**src/rtl/alu_pkg.sv**
```systemverilog
// Shared constants for the ALU dispatcher: ALU opcodes, MIPS opcode/funct codes,
// FSM states and branch kinds.
package alu_pkg;

  localparam logic [3:0] ALU_ADD  = 4'd0;
  localparam logic [3:0] ALU_SUB  = 4'd1;
  localparam logic [3:0] ALU_AND  = 4'd2;
  localparam logic [3:0] ALU_OR   = 4'd3;
  localparam logic [3:0] ALU_XOR  = 4'd4;
  localparam logic [3:0] ALU_NOR  = 4'd5;
  localparam logic [3:0] ALU_SLL  = 4'd6;
  localparam logic [3:0] ALU_SRL  = 4'd7;
  localparam logic [3:0] ALU_SRA  = 4'd8;
  localparam logic [3:0] ALU_SLTU = 4'd9;
  localparam logic [3:0] ALU_PASA = 4'd10;
  localparam logic [3:0] ALU_PASB = 4'd11;
  localparam logic [3:0] ALU_PC8  = 4'd12;

  localparam logic [5:0] OP_RTYPE = 6'h00;
  localparam logic [5:0] OP_JAL   = 6'h03;
  localparam logic [5:0] OP_BEQ   = 6'h04;
  localparam logic [5:0] OP_BNE   = 6'h05;
  localparam logic [5:0] OP_BLEZ  = 6'h06;
  localparam logic [5:0] OP_BGTZ  = 6'h07;
  localparam logic [5:0] OP_ADDI  = 6'h08;
  localparam logic [5:0] OP_ADDIU = 6'h09;
  localparam logic [5:0] OP_SLTIU = 6'h0B;
  localparam logic [5:0] OP_ANDI  = 6'h0C;
  localparam logic [5:0] OP_ORI   = 6'h0D;
  localparam logic [5:0] OP_XORI  = 6'h0E;
  localparam logic [5:0] OP_LUI   = 6'h0F;

  localparam logic [5:0] FN_SLL  = 6'h00;
  localparam logic [5:0] FN_SRL  = 6'h02;
  localparam logic [5:0] FN_SRA  = 6'h03;
  localparam logic [5:0] FN_SLLV = 6'h04;
  localparam logic [5:0] FN_SRLV = 6'h06;
  localparam logic [5:0] FN_SRAV = 6'h07;
  localparam logic [5:0] FN_JALR = 6'h09;
  localparam logic [5:0] FN_ADD  = 6'h20;
  localparam logic [5:0] FN_ADDU = 6'h21;
  localparam logic [5:0] FN_SUB  = 6'h22;
  localparam logic [5:0] FN_SUBU = 6'h23;
  localparam logic [5:0] FN_AND  = 6'h24;
  localparam logic [5:0] FN_OR   = 6'h25;
  localparam logic [5:0] FN_XOR  = 6'h26;
  localparam logic [5:0] FN_NOR  = 6'h27;
  localparam logic [5:0] FN_SLTU = 6'h2B;

  typedef enum logic [1:0] {ST_IDLE, ST_EXEC, ST_DONE} state_t;
  typedef enum logic [2:0] {BR_NONE, BR_EQ, BR_NE, BR_LEZ, BR_GTZ} br_kind_t;

  function automatic logic branch_taken(input br_kind_t kind, input logic z, input logic n);
    case (kind)
      BR_EQ:   return z;
      BR_NE:   return !z;
      BR_LEZ:  return z | n;
      BR_GTZ:  return !z & !n;
      default: return 1'b0;
    endcase
  endfunction

endpackage

```
**src/rtl/alu_dispatch_if.sv**
```systemverilog
// Instruction-in / result-out handshake bundle of the ALU dispatcher.
interface alu_dispatch_if;
  logic        in_valid;
  logic        in_ready;
  logic [31:0] in_instr;
  logic [31:0] in_rs_val;
  logic [31:0] in_rt_val;
  logic [31:0] in_pc;
  logic        res_valid;
  logic        res_ready;
  logic [31:0] res_data;
  logic [4:0]  res_dest;
  logic        res_we;
  logic        res_taken;
  logic        res_illegal;

  modport master (
    output in_valid, in_instr, in_rs_val, in_rt_val, in_pc, res_ready,
    input  in_ready, res_valid, res_data, res_dest, res_we, res_taken, res_illegal
  );

  modport slave (
    input  in_valid, in_instr, in_rs_val, in_rt_val, in_pc, res_ready,
    output in_ready, res_valid, res_data, res_dest, res_we, res_taken, res_illegal
  );
endinterface

```
**src/rtl/alu_decode.sv**
```systemverilog
// Combinational MIPS decode: selects ALU operands/opcode, destination,
// write enable and branch kind; flags anything unrecognised as illegal.
module alu_decode
  import alu_pkg::*;
#(
  parameter logic [4:0] LINK_REG = 5'd31
) (
  input  logic [31:0] instr,
  input  logic [31:0] rs_val,
  input  logic [31:0] rt_val,
  input  logic [31:0] pc,
  output logic [31:0] a,
  output logic [31:0] b,
  output logic [3:0]  op,
  output logic [4:0]  dest,
  output logic        we,
  output br_kind_t    br_kind,
  output logic        illegal
);

  logic [5:0]  opcode;
  logic [5:0]  funct;
  logic [4:0]  rt_f;
  logic [4:0]  rd_f;
  logic [4:0]  shamt;
  logic [15:0] imm;
  logic [31:0] imm_se;
  logic [31:0] imm_ze;
  logic        writes;
  logic [4:0]  unused_rs_field;

  assign opcode = instr[31:26];
  assign rt_f   = instr[20:16];
  assign rd_f   = instr[15:11];
  assign shamt  = instr[10:6];
  assign funct  = instr[5:0];
  assign imm    = instr[15:0];
  assign imm_se = {{16{imm[15]}}, imm};
  assign imm_ze = {16'h0000, imm};
  // rs is delivered already read through in_rs_val
  assign unused_rs_field = instr[25:21];

  always_comb begin
    a       = '0;
    b       = '0;
    op      = ALU_ADD;
    dest    = '0;
    writes  = 1'b0;
    br_kind = BR_NONE;
    illegal = 1'b0;
    case (opcode)
      OP_RTYPE: begin
        dest   = rd_f;
        writes = 1'b1;
        a      = rs_val;
        b      = rt_val;
        case (funct)
          FN_ADD, FN_ADDU: op = ALU_ADD;
          FN_SUB, FN_SUBU: op = ALU_SUB;
          FN_AND:  op = ALU_AND;
          FN_OR:   op = ALU_OR;
          FN_XOR:  op = ALU_XOR;
          FN_NOR:  op = ALU_NOR;
          FN_SLTU: op = ALU_SLTU;
          FN_SLL, FN_SRL, FN_SRA: begin
            a  = rt_val;
            b  = {27'b0, shamt};
            op = (funct == FN_SLL) ? ALU_SLL : (funct == FN_SRL) ? ALU_SRL : ALU_SRA;
          end
          FN_SLLV, FN_SRLV, FN_SRAV: begin
            a  = rt_val;
            b  = {27'b0, rs_val[4:0]};
            op = (funct == FN_SLLV) ? ALU_SLL : (funct == FN_SRLV) ? ALU_SRL : ALU_SRA;
          end
          FN_JALR: begin
            a  = '0;
            b  = pc;
            op = ALU_PC8;
          end
          default: illegal = 1'b1;
        endcase
      end
      OP_ADDI, OP_ADDIU, OP_SLTIU, OP_ANDI, OP_ORI, OP_XORI, OP_LUI: begin
        a      = rs_val;
        dest   = rt_f;
        writes = 1'b1;
        case (opcode)
          OP_SLTIU: begin op = ALU_SLTU; b = imm_se; end
          OP_ANDI:  begin op = ALU_AND;  b = imm_ze; end
          OP_ORI:   begin op = ALU_OR;   b = imm_ze; end
          OP_XORI:  begin op = ALU_XOR;  b = imm_ze; end
          OP_LUI:   begin op = ALU_PASB; b = {imm, 16'h0000}; end
          default:  begin op = ALU_ADD;  b = imm_se; end
        endcase
      end
      OP_JAL: begin
        op     = ALU_PC8;
        b      = pc;
        dest   = LINK_REG;
        writes = 1'b1;
      end
      OP_BEQ, OP_BNE: begin
        op      = ALU_SUB;
        a       = rs_val;
        b       = rt_val;
        br_kind = (opcode == OP_BEQ) ? BR_EQ : BR_NE;
      end
      OP_BLEZ, OP_BGTZ: begin
        op      = ALU_PASA;
        a       = rs_val;
        br_kind = (opcode == OP_BLEZ) ? BR_LEZ : BR_GTZ;
      end
      default: illegal = 1'b1;
    endcase
    if (illegal) begin
      a      = '0;
      b      = '0;
      op     = ALU_ADD;
      dest   = '0;
      writes = 1'b0;
    end
  end

  assign we = writes && (dest != 5'd0);

endmodule

```
**src/rtl/alu_dispatch.sv**
```systemverilog
// Three-state dispatcher: latches a decoded instruction, lets the external
// ALU evaluate it for one cycle, then holds the result until accepted.
module alu_dispatch
  import alu_pkg::*;
#(
  parameter logic [4:0] LINK_REG = 5'd31
) (
  input  logic           clk,
  input  logic           reset,
  alu_dispatch_if.slave  bus,
  output logic [31:0]    alu_a,
  output logic [31:0]    alu_b,
  output logic [3:0]     alu_op,
  input  logic [31:0]    alu_out,
  input  logic           alu_z,
  input  logic           alu_n
);

  state_t      state_reg, state_next;
  logic        load_en, capture_en;

  logic [31:0] dec_a, dec_b;
  logic [3:0]  dec_op;
  logic [4:0]  dec_dest;
  logic        dec_we, dec_illegal;
  br_kind_t    dec_br;

  logic [31:0] alu_a_reg, alu_b_reg;
  logic [3:0]  alu_op_reg;
  logic [4:0]  dest_reg;
  logic        we_reg, illegal_reg;
  br_kind_t    br_reg;
  logic [31:0] res_data_reg;
  logic [4:0]  res_dest_reg;
  logic        res_we_reg, res_taken_reg, res_illegal_reg;

  alu_decode #(.LINK_REG(LINK_REG)) u_decode (
    .instr   (bus.in_instr),
    .rs_val  (bus.in_rs_val),
    .rt_val  (bus.in_rt_val),
    .pc      (bus.in_pc),
    .a       (dec_a),
    .b       (dec_b),
    .op      (dec_op),
    .dest    (dec_dest),
    .we      (dec_we),
    .br_kind (dec_br),
    .illegal (dec_illegal)
  );

  always_ff @(posedge clk) begin
    if (!reset) state_reg <= ST_IDLE;
    else        state_reg <= state_next;
  end

  always_comb begin
    state_next = state_reg;
    load_en    = 1'b0;
    capture_en = 1'b0;
    case (state_reg)
      ST_IDLE: if (bus.in_valid) begin
        load_en    = 1'b1;
        state_next = ST_EXEC;
      end
      ST_EXEC: begin
        capture_en = 1'b1;
        state_next = ST_DONE;
      end
      ST_DONE: if (bus.res_ready) state_next = ST_IDLE;
      default: state_next = ST_IDLE;
    endcase
  end

  always_ff @(posedge clk) begin
    if (!reset) begin
      alu_a_reg       <= '0;
      alu_b_reg       <= '0;
      alu_op_reg      <= '0;
      dest_reg        <= '0;
      we_reg          <= 1'b0;
      illegal_reg     <= 1'b0;
      br_reg          <= BR_NONE;
      res_data_reg    <= '0;
      res_dest_reg    <= '0;
      res_we_reg      <= 1'b0;
      res_taken_reg   <= 1'b0;
      res_illegal_reg <= 1'b0;
    end else begin
      if (load_en) begin
        alu_a_reg   <= dec_a;
        alu_b_reg   <= dec_b;
        alu_op_reg  <= dec_op;
        dest_reg    <= dec_dest;
        we_reg      <= dec_we;
        illegal_reg <= dec_illegal;
        br_reg      <= dec_br;
      end
      if (capture_en) begin
        res_data_reg    <= illegal_reg ? 32'h0 : alu_out;
        res_dest_reg    <= dest_reg;
        res_we_reg      <= we_reg;
        res_taken_reg   <= branch_taken(br_reg, alu_z, alu_n);
        res_illegal_reg <= illegal_reg;
      end
    end
  end

  assign alu_a           = alu_a_reg;
  assign alu_b           = alu_b_reg;
  assign alu_op          = alu_op_reg;
  // Gated by reset so the dispatcher never advertises readiness mid-reset
  assign bus.in_ready    = reset && (state_reg == ST_IDLE);
  assign bus.res_valid   = (state_reg == ST_DONE);
  assign bus.res_data    = res_data_reg;
  assign bus.res_dest    = res_dest_reg;
  assign bus.res_we      = res_we_reg;
  assign bus.res_taken   = res_taken_reg;
  assign bus.res_illegal = res_illegal_reg;

endmodule

```
**src/flat_wrapper.sv**
```systemverilog
// flat-port wrapper written by rule: the top's interface ports become plain ports
module alu_dispatch_flat import alu_pkg::*;
#(
  parameter logic [4:0] LINK_REG = 5'd31
)
  (clk, reset, alu_a, alu_b, alu_op, alu_out, alu_z, alu_n, bus_in_valid, bus_in_instr, bus_in_rs_val, bus_in_rt_val, bus_in_pc, bus_res_ready, bus_in_ready, bus_res_valid, bus_res_data, bus_res_dest, bus_res_we, bus_res_taken, bus_res_illegal);
  alu_dispatch_if bus_i ();
  input  logic clk;
  input  logic reset;
  output logic [31:0] alu_a;
  output logic [31:0] alu_b;
  output logic [3:0] alu_op;
  input  logic [31:0] alu_out;
  input  logic alu_z;
  input  logic alu_n;
  input wire logic [$bits(bus_i.in_valid)-1:0] bus_in_valid;
  input wire logic [$bits(bus_i.in_instr)-1:0] bus_in_instr;
  input wire logic [$bits(bus_i.in_rs_val)-1:0] bus_in_rs_val;
  input wire logic [$bits(bus_i.in_rt_val)-1:0] bus_in_rt_val;
  input wire logic [$bits(bus_i.in_pc)-1:0] bus_in_pc;
  input wire logic [$bits(bus_i.res_ready)-1:0] bus_res_ready;
  output wire logic [$bits(bus_i.in_ready)-1:0] bus_in_ready;
  output wire logic [$bits(bus_i.res_valid)-1:0] bus_res_valid;
  output wire logic [$bits(bus_i.res_data)-1:0] bus_res_data;
  output wire logic [$bits(bus_i.res_dest)-1:0] bus_res_dest;
  output wire logic [$bits(bus_i.res_we)-1:0] bus_res_we;
  output wire logic [$bits(bus_i.res_taken)-1:0] bus_res_taken;
  output wire logic [$bits(bus_i.res_illegal)-1:0] bus_res_illegal;
  assign bus_i.in_valid = bus_in_valid;
  assign bus_i.in_instr = bus_in_instr;
  assign bus_i.in_rs_val = bus_in_rs_val;
  assign bus_i.in_rt_val = bus_in_rt_val;
  assign bus_i.in_pc = bus_in_pc;
  assign bus_i.res_ready = bus_res_ready;
  assign bus_in_ready = bus_i.in_ready;
  assign bus_res_valid = bus_i.res_valid;
  assign bus_res_data = bus_i.res_data;
  assign bus_res_dest = bus_i.res_dest;
  assign bus_res_we = bus_i.res_we;
  assign bus_res_taken = bus_i.res_taken;
  assign bus_res_illegal = bus_i.res_illegal;
  alu_dispatch #(.LINK_REG(LINK_REG)) u_core (.clk(clk), .reset(reset), .bus(bus_i), .alu_a(alu_a), .alu_b(alu_b), .alu_op(alu_op), .alu_out(alu_out), .alu_z(alu_z), .alu_n(alu_n));
endmodule
```
**config.mk**
```make
export PLATFORM = sky130hd
export DESIGN_NAME = alu_dispatch_flat
export DESIGN_NICKNAME = d
export VERILOG_FILES = /design/src/rtl/alu_pkg.sv /design/src/rtl/alu_dispatch_if.sv /design/src/rtl/alu_decode.sv /design/src/rtl/alu_dispatch.sv /design/src/flat_wrapper.sv
export SDC_FILE = /design/constraint.sdc
export NUM_CORES = 1
export LEC_CHECK = 0
export CAP_MARGIN = 20
export CORE_ASPECT_RATIO = 0.5
export CORE_MARGIN = 2
export CORE_UTILIZATION = 44
export DETAILED_ROUTE_END_ITERATION = 6
export PLACE_DENSITY = 0.86
export SYNTH_ARGS = -nofsm -noshare
export SYNTH_HDL_FRONTEND = slang
export SYNTH_SLANG_ARGS = --single-unit
```
**constraint.sdc**
```tcl
create_clock -name clk -period 4 [get_ports clk]
set_input_delay 1 -clock clk [delete_from_list [all_inputs] [get_ports clk]]
set_output_delay 1 -clock clk [all_outputs]
set_load 0.01 [all_outputs]
```
==> results.txt, run 1 <==
The share of flip-flops with an asynchronous set or reset is 0. The final critical-path required period is 3.39 ns. The Yosys warning count came out at 0.

Using the TritonRoute via totals, the vias-per-cell ratio works out to 5.88. The met3 wire length came out at 1.99 mm. The total placed instance area is 8480 sq um. The floorplan die height came out at 84.3 um.

In this run the power density over the cells is 357 nW/um^2. The total of hold buffers inserted after clock tree synthesis is 0. The worst clock skew on the final layout came out at 0.0123 ns. The top cell types in the final layout, fill and taps aside, are 270 x sky130_fd_sc_hd__clkdlybuf4s50_1, 130 x sky130_fd_sc_hd__nand2_1, 120 x sky130_fd_sc_hd__dfxtp_1. The clock latency at the later pin of the worst-skew pair came out at 0.41 ns. For this configuration, the core starts out at a cell density of 0.449.

The post-synthesis instance area is 5670 sq um. The count of input and output buffers is 270. The worst hold path belongs to the class register to register. The switching power summed over all nets is 0.843 mW.

Of the total power, registers draw 0.381. The fraction of final layout cells with drive strength greater than 1 came out at 0.0841. Of the total power, the share spent switching nets is 0.260.

The detailed-router iteration count before antenna repair is 7. Among all flip-flop cells after synthesis, the most frequent one is sky130_fd_sc_hd__dfxtp_1. The final instance area is 9070 sq um. The core region is 12600 sq um. The checks that failed: DRC. The number of clock sinks seen by CTS came out at 120. The tool flagged a number of max-cap violations equal to 0. The portion of total power attributed to combinational logic came out at 0.140. VDD sags by at most 299 uV. After clock tree synthesis, the clock-pin slew on the worst setup and hold paths is 0.06 ns.

The worst-case hold slack came out at 0.447 ns. The mean area per synthesized cell came out at 8.50 sq um. The flow ran to the end, but the final reports show violations. Setup violations remaining at the end of the flow were counted as 0. TritonCTS built the clock tree. For this run, the total global-route usage over all layers was measured as 0.299. The congestion estimate from routability-driven global placement came to 0.915. The analysis attributes to cell leakage a power of 3.07 nW. The gate count of the mapped netlist is 667. The post-cts repair resize count came out at 0. The global-route wire length before repair came out at 32.7 mm.

The count of different cell masters after synthesis is 60. The wire length per cell after detailed routing came out at 19.4 um. In this run the horizontal extent of the chip is 165 um.

The antenna diode instance count is 0. The number of enable-type register cells in the synthesized netlist came out at 0. In this run, synthesis produced a sequential element count of 120. The total wirelength of the detailed-routed design came out at 21.3 mm. The ratio of final minimum period to clock period is 0.848. The total via count in the routed design came out at 6454.

Clock tree synthesis inserted a total of 17 buffers. Wire segments on met2 add up to 10.3 mm in the final route. At the worst endpoint, the arrival time is 2.39 ns.

The post-layout net count came out at 1080. Leaving out fill and tap cells, the most frequent cell in the layout is sky130_fd_sc_hd__clkdlybuf4s50_1. The kind of capture point of the worst setup path is an output pin. The via count of the first global-routing pass is 6207. The critical path class is primary input to output pin.

The largest fanout on the critical path is 4. In this run the tightest slew margin relative to its limit is 0.317. The worst setup margin is 0.610 ns. The final core area utilization came out at 0.718. After routing, the total negative slack on setup checks comes to 0 ns. The register-to-register path setup slack came out at 1.86 ns. The clock passes through at most 2 buffers. In this run the top signal layer used is met4. The setup fix buffers added after clock tree synthesis came out at 0. The routed length on met1 came out at 8.19 mm. The residual DRC count is 4.

The share of total power in the clock network is 0.478. The remaining antenna violation count after routing came out at 0. The upper clock frequency limit is 295 MHz. The floorplan step defined a die boundary enclosing 13900 sq um. In this run the clock root is driven by a sky130_fd_sc_hd__clkbuf_16. The fill cell total of the finished layout came out at 964. The largest net degree at the start of global routing is 47. At the placement stage, the worst setup path has a slack of 0.440 ns. The I/O pin count came out at 276. The area growth from synthesis to layout is 59.9%. The detailed router's first-iteration violation count came out at 771. The internal power summed over all cells came out at 2.40 mW.

The register area share after synthesis is 0.424. After floorplanning, the core was divided into 29 placement rows. The final hold violation count came out at 0. The initial antenna violation count is 0. The HPWL reported at the end of detailed placement came out at 14.9 mm. Counting every net in the synthesized netlist gives 833. The count of pins over their slew limit is 0.

The number of levels the H-tree was split into is 4. The endpoint required time on the critical path is 3.00 ns. Setup repair after global routing left no endpoint under its margin. The worst setup path is launched from a primary input. For the pin with the worst max-slew slack, the measured transition is 1.02 ns. The remaining global-route overflow came out at 0.
-- cell type report --
type	count	area, sq um	share of cell area
clock buffers	17	425	0.0469
multi-input cells	480	2990	0.330
flip-flops and latches	120	2400	0.265
inverters	5	18.8	0.00207
well taps	170	213	0.0235
repair buffers	290	2850	0.315
clock inverters	15	166	0.0184
-- cells by family after synthesis --
logic type	after synthesis	synth area share
buffers and inverters	67	0.0543
multiplexers	6	0.0115
AND/OR/NAND/NOR	234	0.212
flip-flops	120	0.424
AO/OA/AOI/OAI	240	0.298
-- stage by stage --
step / power, mW / instances
after floorplan: 1.44 / 667
after global placement: 1.70 / 1065
after detailed placement: 1.71 / 1065
after CTS: 3.24 / 1097
after global routing: 3.34 / 1097
final: 3.24 / 1097
-- Yosys cell counts, drive strengths merged (2+ instances only) --
master    n  area, sq um
nor4      2         27.5
clkbuf   31          116
o21ai    51          255
a211o     2         17.5
and2      2         12.5
a22oi    38          285
a21o      4         30.0
nor3      4         20.0
nor4b     3         56.3
o22ai     2         12.5
buf      31          173
a221o    13          130
nor2b     7         43.8
nand2b    5         31.3
a31oi     5         46.3
a222oi   16          160
o21a      2         15.0
or2       2         12.5
o21bai    3         22.5
nor2     22         87.6
nand4     2         12.5
inv       5         18.8
a22o     10         87.6
nand3     6         30.0
mux2i     2         20.0
a21oi    62          340
or4       3         22.5
and3      3         18.8
a221oi   18          158
a32oi     5         43.8
nand3b   33          248
nor3b     4         35.0
dfxtp   120         2400
nand2   130          488
mux2      4         45.0
o211ai    2         20.0
-- per-layer routing --
metal  GRT usage  vias up
li1            -     2981
met1       0.361     3033
met2       0.510      372
met3      0.0677       68
met4       0.137        0
met5           0        -
-- path summary, 6_finish.rpt --
check	startpoint	end	cells after the start
worst max register to register	u_core.state_reg[1]	u_core.alu_b[2]	6
worst min-delay path	u_core.alu_a[24]	u_core.alu_a[24]	2
worst min register to register	u_core.alu_a[24]	u_core.alu_a[24]	2
worst max-delay path	reset	bus_in_ready	4
-- critical path, stage by stage --
cell                              delay [ns]
sky130_fd_sc_hd__clkdlybuf4s50_1        0.55
sky130_fd_sc_hd__inv_1                  0.08
sky130_fd_sc_hd__nor3_1                 0.16
sky130_fd_sc_hd__clkdlybuf4s50_1        0.60
-- power groups by stage --
stage	Combinational, mW	Clock, mW	Sequential (mW)
2_1_floorplan	0.173	0	1.26
5_1_grt	0.481	1.62	1.24
6_report	0.454	1.55	1.24
3_5_place_dp	0.444	0	1.26
4_1_cts	0.449	1.56	1.24
3_3_place_gp	0.436	0	1.26
(Power assumes the default switching activity.)
==> run 2, diff against run 1 <==
--- a/config.mk
+++ b/config.mk
@@ -8,9 +8,9 @@
 export CAP_MARGIN = 20
 export CORE_ASPECT_RATIO = 0.5
 export CORE_MARGIN = 2
-export CORE_UTILIZATION = 44
+export CORE_UTILIZATION = 37
 export DETAILED_ROUTE_END_ITERATION = 6
-export PLACE_DENSITY = 0.86
+export PLACE_DENSITY = 0.77
 export SYNTH_ARGS = -nofsm -noshare
 export SYNTH_HDL_FRONTEND = slang
 export SYNTH_SLANG_ARGS = --single-unit
==> constraint.sdc (replaced) <==
create_clock -name clk -period 2.9 [get_ports clk]
set_input_delay 0.725 -clock clk [delete_from_list [all_inputs] [get_ports clk]]
set_output_delay 0.725 -clock clk [all_outputs]
set_load 0.01 [all_outputs]
==> results.txt, run 2 (synthesis results as in run 1) <==
The I/O pin count came out at 276. The detailed router's first-iteration violation count is 570. The largest individual stage delay along the critical path comes from the cell sky130_fd_sc_hd__clkdlybuf4s50_1. In this run the vertical extent of the chip is 91.5 um. The area growth from synthesis to layout came out at 64.5%.

STA classifies the critical path startpoint as a primary input. The via count of the first global-routing pass is 6295. The number of standard-cell rows in the floorplan is 31.

The wire length per cell after detailed routing came out at 19.1 um. The detailed-route vias per instance is 5.66. The total via count in the routed design is 6466. The ratio of final minimum period to clock period came out at 0.941. The width of the die came out at 179 um. The final hold violation count came out at 0.

The post-cts repair resize count is 0. The maximum root-to-sink buffer count is 2. At the end of routability-driven placement, the weighted congestion stood at 0.886.

Setup repair after global routing left no endpoint under its margin. The clock tree from TritonCTS is yes. The power density over cell area is 475 nW/um^2. The footprint of the flip-flops and latches came out at 2400 sq um. The top cell types in the final layout, fill and taps aside, are 270 x sky130_fd_sc_hd__clkdlybuf4s50_1, 130 x sky130_fd_sc_hd__nand2_1, 120 x sky130_fd_sc_hd__dfxtp_1. The initial core utilization is 0.386.

Clock tree synthesis selected as its root buffer the cell sky130_fd_sc_hd__clkbuf_16. The clock transition at the register clock pins on the worst setup and hold paths after CTS came out at 0.06 ns. The pre-CTS worst setup slack is 0.0348 ns. The flow ran to the end, but the final reports show violations. The critical path goes through clkdlybuf4s50_1 > inv_1 > nor3_1 > clkdlybuf4s50_1. The global-route wire length before repair came out at 33.9 mm. The largest fanout on the critical path came out at 2.

The standby leakage power came out at 3.19 nW. The detailed-router iteration count before antenna repair came out at 7. The initial antenna violation count came to 0.

The measured slew at the worst slew-check pin is 0.955 ns. The max-slew headroom at the worst pin is 0.362. The fraction of final layout cells with drive strength greater than 1 came out at 0.102.

In this run the post-CTS setup repair buffer count came out at 0. Fill cells in the final layout number 1230. The checks that failed: DRC.

The family with the most delay on the worst path is buffers and inverters. CTS saw 120 sinks. The upper clock frequency limit came out at 366 MHz.

The clock latency at the later pin of the worst-skew pair came out at 0.42 ns. The worst hold path belongs to the class register to register. Measured on the finished design, the core utilization comes to 0.635.

The largest stage delay on the critical path is 0.58 ns. The footprint of the multi-input gates is 2990 sq um. In the final timing run, aggregate negative setup slack is 0 ns. Data arrives at the worst endpoint at 2.00 ns. The total of hold buffers inserted after clock tree synthesis came out at 0.

The total wirelength of the detailed-routed design came out at 21.9 mm. The critical path's most frequent cell is sky130_fd_sc_hd__clkdlybuf4s50_1. The antenna diode instance count came out at 0.

The remaining global-route overflow came out at 0. The worst setup path is captured at an output pin. The count of pins over their slew limit is 0. The setup violation total in the final timing report is 0. The area inside the core boundary came out at 14700 sq um.

The worst clock skew on the final layout came out at 0.00944 ns. After layout, the worst setup slack is 0.170 ns. The HPWL reported at the end of detailed placement came out at 15.6 mm. The finished cells cover 9330 sq um. The final layout contains 1098 nets. The residual DRC count came out at 17. The buffers plus inverters on the worst setup path came out at 3. The count of input and output buffers is 270.

The overall power consumption came out at 4.43 mW. The largest net degree at the start of global routing came out at 47. Across every metal layer, demand over resource in global routing totals 0.265. The number of buffers added by the clock tree synthesis step came out at 17. The library cell used most frequently in the layout, excluding fill and tap cells, is sky130_fd_sc_hd__clkdlybuf4s50_1. Counting I/O delays and the setup requirement, the final critical path takes 2.73 ns. The worst vdd rail ir drop came out at 440 uV. The clock tree synthesis step divided the H-tree into 4 levels.

In this run the cell area measured after placement is 8750 sq um. The endpoint required time on the critical path came out at 2.17 ns. The remaining antenna violation count after routing came out at 0. The die covers 16400 sq um. The number of max-cap violations is 0. The critical path is of the primary input to output pin type.
==> run 2: metal layers <==
layer  track usage  up-vias  part of all wire
met5             0        -                 0
met4         0.112        0             0.033
met3        0.0557       59             0.083
met2         0.443      301              0.48
met1         0.330     3080              0.41
li1              -     3026                 -
==> run 2: stage by stage <==
stage          std cells  hold WS, ns
3_5_place_dp        1111        0.441
6_report            1143        0.445
4_1_cts             1143        0.449
5_1_grt             1143        0.460
2_1_floorplan        667        0.432
3_3_place_gp        1111        0.436
==> run 2: cell type report <==
type,instances,share of cell area
Clock buffer,17,0.0456
Multi-Input combinational cell,480,0.320
Timing Repair Buffer,308,0.331
Tap cell,198,0.0266
Sequential cell,120,0.258
Inverter,5,0.00201
Clock inverter,15,0.0169
==> run 2: where the power goes <==
group | total, mW | internal [mW] | leakage, nW | switching [mW]
Combinational | 0.651 | 0.362 | 1.93 | 0.289
Sequential | 1.70 | 1.68 | 0.970 | 0.0267
Clock | 2.08 | 1.15 | 0.284 | 0.928
Total | 4.43 | 3.19 | 3.19 | 1.24
==> run 2: worst min-delay path, cell delays in order (launching register included) <==
cell                      delay, ns
sky130_fd_sc_hd__dfxtp_1       0.31
sky130_fd_sc_hd__nand2_1       0.05
sky130_fd_sc_hd__o21ai_1       0.05
==> run 2: path summary, 6_finish.rpt <==
path	cells after the start	start	end	slack (ns)
worst max-delay path	4	reset	bus_in_ready	0.17
worst min-delay path	2	u_core.alu_b[8]	u_core.alu_b[8]	0.45
worst max register to register	6	u_core.state_reg[1]	u_core.alu_b[2]	0.99
worst min register to register	2	u_core.alu_b[8]	u_core.alu_b[8]	0.45
==> run 3, diff against run 2 <==
--- a/config.mk
+++ b/config.mk
@@ -11,6 +11,7 @@
 export CORE_UTILIZATION = 37
 export DETAILED_ROUTE_END_ITERATION = 6
 export PLACE_DENSITY = 0.77
+export REMOVE_ABC_BUFFERS = 1
 export SYNTH_ARGS = -nofsm -noshare
 export SYNTH_HDL_FRONTEND = slang
 export SYNTH_SLANG_ARGS = --single-unit
==> results.txt, run 3 (synthesis results as in run 1) <==
The floorplan die height is 91.5 um. Hold is met by 0.449 ns. The overall routing resource usage is 0.250. The measured slew at the worst slew-check pin is 0.941 ns. The critical path arrival is 1.97 ns. The area growth from synthesis to layout is 66.7%. The I/O pin count came out at 276. For this block, the via count after detailed routing is 6382. The share of total power dissipated in the clock network is 0.462. The count of input and output buffers is 270. TritonCTS built the clock tree. The initial core utilization is 0.386.

The total placed instance area came out at 8890 sq um. In this run the deepest clock path goes through 2 buffers. In the routed layout, each cell is associated on average with a via count of 5.50. The detail route stage leaves a number of antenna-violating nets equal to 0. The number of clock sinks seen by CTS came out at 120. The routed design has 21.2 mm of wire. The overall die area is 16400 sq um. After clock tree synthesis, the clock-pin slew on the worst setup and hold paths is 0.06 ns. The tightest min-delay check is of the register to register type. The sequential group share of total power came out at 0.389. In the final layout, the share of cells above drive strength 1 is 0.117. The weighted congestion at the end of routability-driven global placement is 0.964. The remaining global-route overflow is 0.

The endpoint required time on the critical path is 2.17 ns. The pre-antenna-repair detailed-routing pass consisted of 7 iterations. Setup repair after global routing left no endpoint under its margin. Cell internal power was estimated by the tool at 3.25 mW. The floorplan has 31 rows.

The kind of capture point of the worst setup path is an output pin. In this run the power spent charging and discharging nets is 1.13 mW. The final critical-path required period is 2.70 ns. Of the total power, the share spent switching nets is 0.258. The category of the worst setup path launch point is a primary input. The max-slew headroom at the worst pin came out at 0.372. The number of levels the H-tree was split into came out at 4. The detailed router's first-iteration violation count came out at 560. Of all nets on the critical path, the largest fanout is 2. Between clock sinks in the finished design, the worst skew comes to 0.00842 ns.

The setup fix buffers added after clock tree synthesis is 0. Entering global routing, the biggest net connects 47 pins. The worst hold path begins at u_core.alu_a[29]. The width of the die is 179 um. The HPWL reported at the end of detailed placement came out at 15.5 mm. The final hold violation count is 0. Of the total power, combinational logic draws 0.149. CTS placed an instance of sky130_fd_sc_hd__clkbuf_16 at the clock tree root. The post-cts repair resize count came out at 0. 0 antenna diodes ended up in the layout.

The ratio of final minimum period to clock period came out at 0.931. After clock tree synthesis, the flow added hold-fix buffers numbering 0. The region available for standard cell placement spans 14700 sq um.

After layout, the design draws a total of 4.38 mW. The via count of the first global-routing pass came to 6062. The setup check on the worst reg-to-reg path leaves a slack of 0.89 ns.

Leaving out fill and tap cells, the most frequent cells in the layout are 270 x sky130_fd_sc_hd__clkdlybuf4s50_1, 130 x sky130_fd_sc_hd__nand2_1, 120 x sky130_fd_sc_hd__dfxtp_1. The worst vdd rail ir drop is 457 uV. The commonest non-fill, non-tap cell in the layout is sky130_fd_sc_hd__clkdlybuf4s50_1. The clock latency at the later pin of the worst-skew pair came out at 0.40 ns. The number of buffers added by the clock tree synthesis step came out at 17. The initial antenna violation count is 0. The upper clock frequency limit is 370 MHz. The critical path is of the primary input to output pin type. Setup violations remaining at the end of the flow were counted as 0.

For this run, design rule violations remaining after detail routing come to 0. The first global-routing pass estimated 32.3 mm of wire. The number of max-cap violations is 0.

The power density over cell area is 464 nW/um^2. The most critical setup path has its startpoint at reset. The count of pins over their slew limit was 0. The wire length per cell after detailed routing is 18.3 um. The run finished with clean final reports.

The start of the worst register-to-register path is u_core.state_reg[1]. For this design the static power due to leakage is 3.27 nW. The post-layout net count is 1116. The final instance area is 9450 sq um.
[run 3: cell count changes in the layout (fill, tap and decap cells not counted), sizes merged]
cell	previous run	this run
bufinv	0	1
clkinvlp	1	3
buf	38	56
inv	14	9
clkbuf	17	18
[run 3: power by group through the flow]
stage / clock network (mW) / logic, mW / registers [mW]
after global routing: 2.12 / 0.697 / 1.71
after floorplan: 0 / 0.195 / 1.75
after global placement: 0 / 0.638 / 1.74
after CTS: 2.05 / 0.649 / 1.70
final: 2.03 / 0.653 / 1.70
after detailed placement: 0 / 0.644 / 1.74
[run 3: cell type report]
| cell class | instances | area, sq um |
|---|---|---|
| Fill cell | 1206 | 5250 |
| Timing Repair Buffer | 326 | 3240 |
| Multi-Input combinational cell | 480 | 2990 |
| Sequential cell | 120 | 2400 |
| Clock buffer | 18 | 439 |
| Tap cell | 198 | 248 |
| Clock inverter | 13 | 120 |
| Inverter | 5 | 18.8 |
[run 3: per-layer routing]
metal	vias up	global-route usage	routed length (um)
li1	3046	-	-
met1	3043	0.326	9230
met2	251	0.417	10100
met3	42	0.0473	1420
met4	0	0.0780	478
met5	-	0	0
[run 3: final timing paths]
kind / to / cells after the start
hold / removal: u_core.alu_a[29] / 2
setup / recovery: bus_in_ready / 4
setup reg to reg: u_core.alu_b[1] / 6
hold reg to reg: u_core.alu_a[29] / 2
[run 3: worst max-delay path, cell delays in order]
cell,delay [ns]
sky130_fd_sc_hd__clkdlybuf4s50_1,0.48
sky130_fd_sc_hd__inv_1,0.06
sky130_fd_sc_hd__nor3_1,0.15
sky130_fd_sc_hd__clkdlybuf4s50_1,0.57
[run 3: metrics by stage]
step / setup WS [ns] / util / std cells / setup TNS (ns)
floorplan: -0.756 / - / 605 / -31.86
global placement: 0.0739 / 0.605 / 1129 / 0
detailed placement: 0.0220 / 0.605 / 1129 / 0
finish: 0.201 / 0.643 / 1160 / 0
global route: 0.166 / 0.643 / 1160 / 0
CTS: 0.199 / 0.643 / 1160 / 0
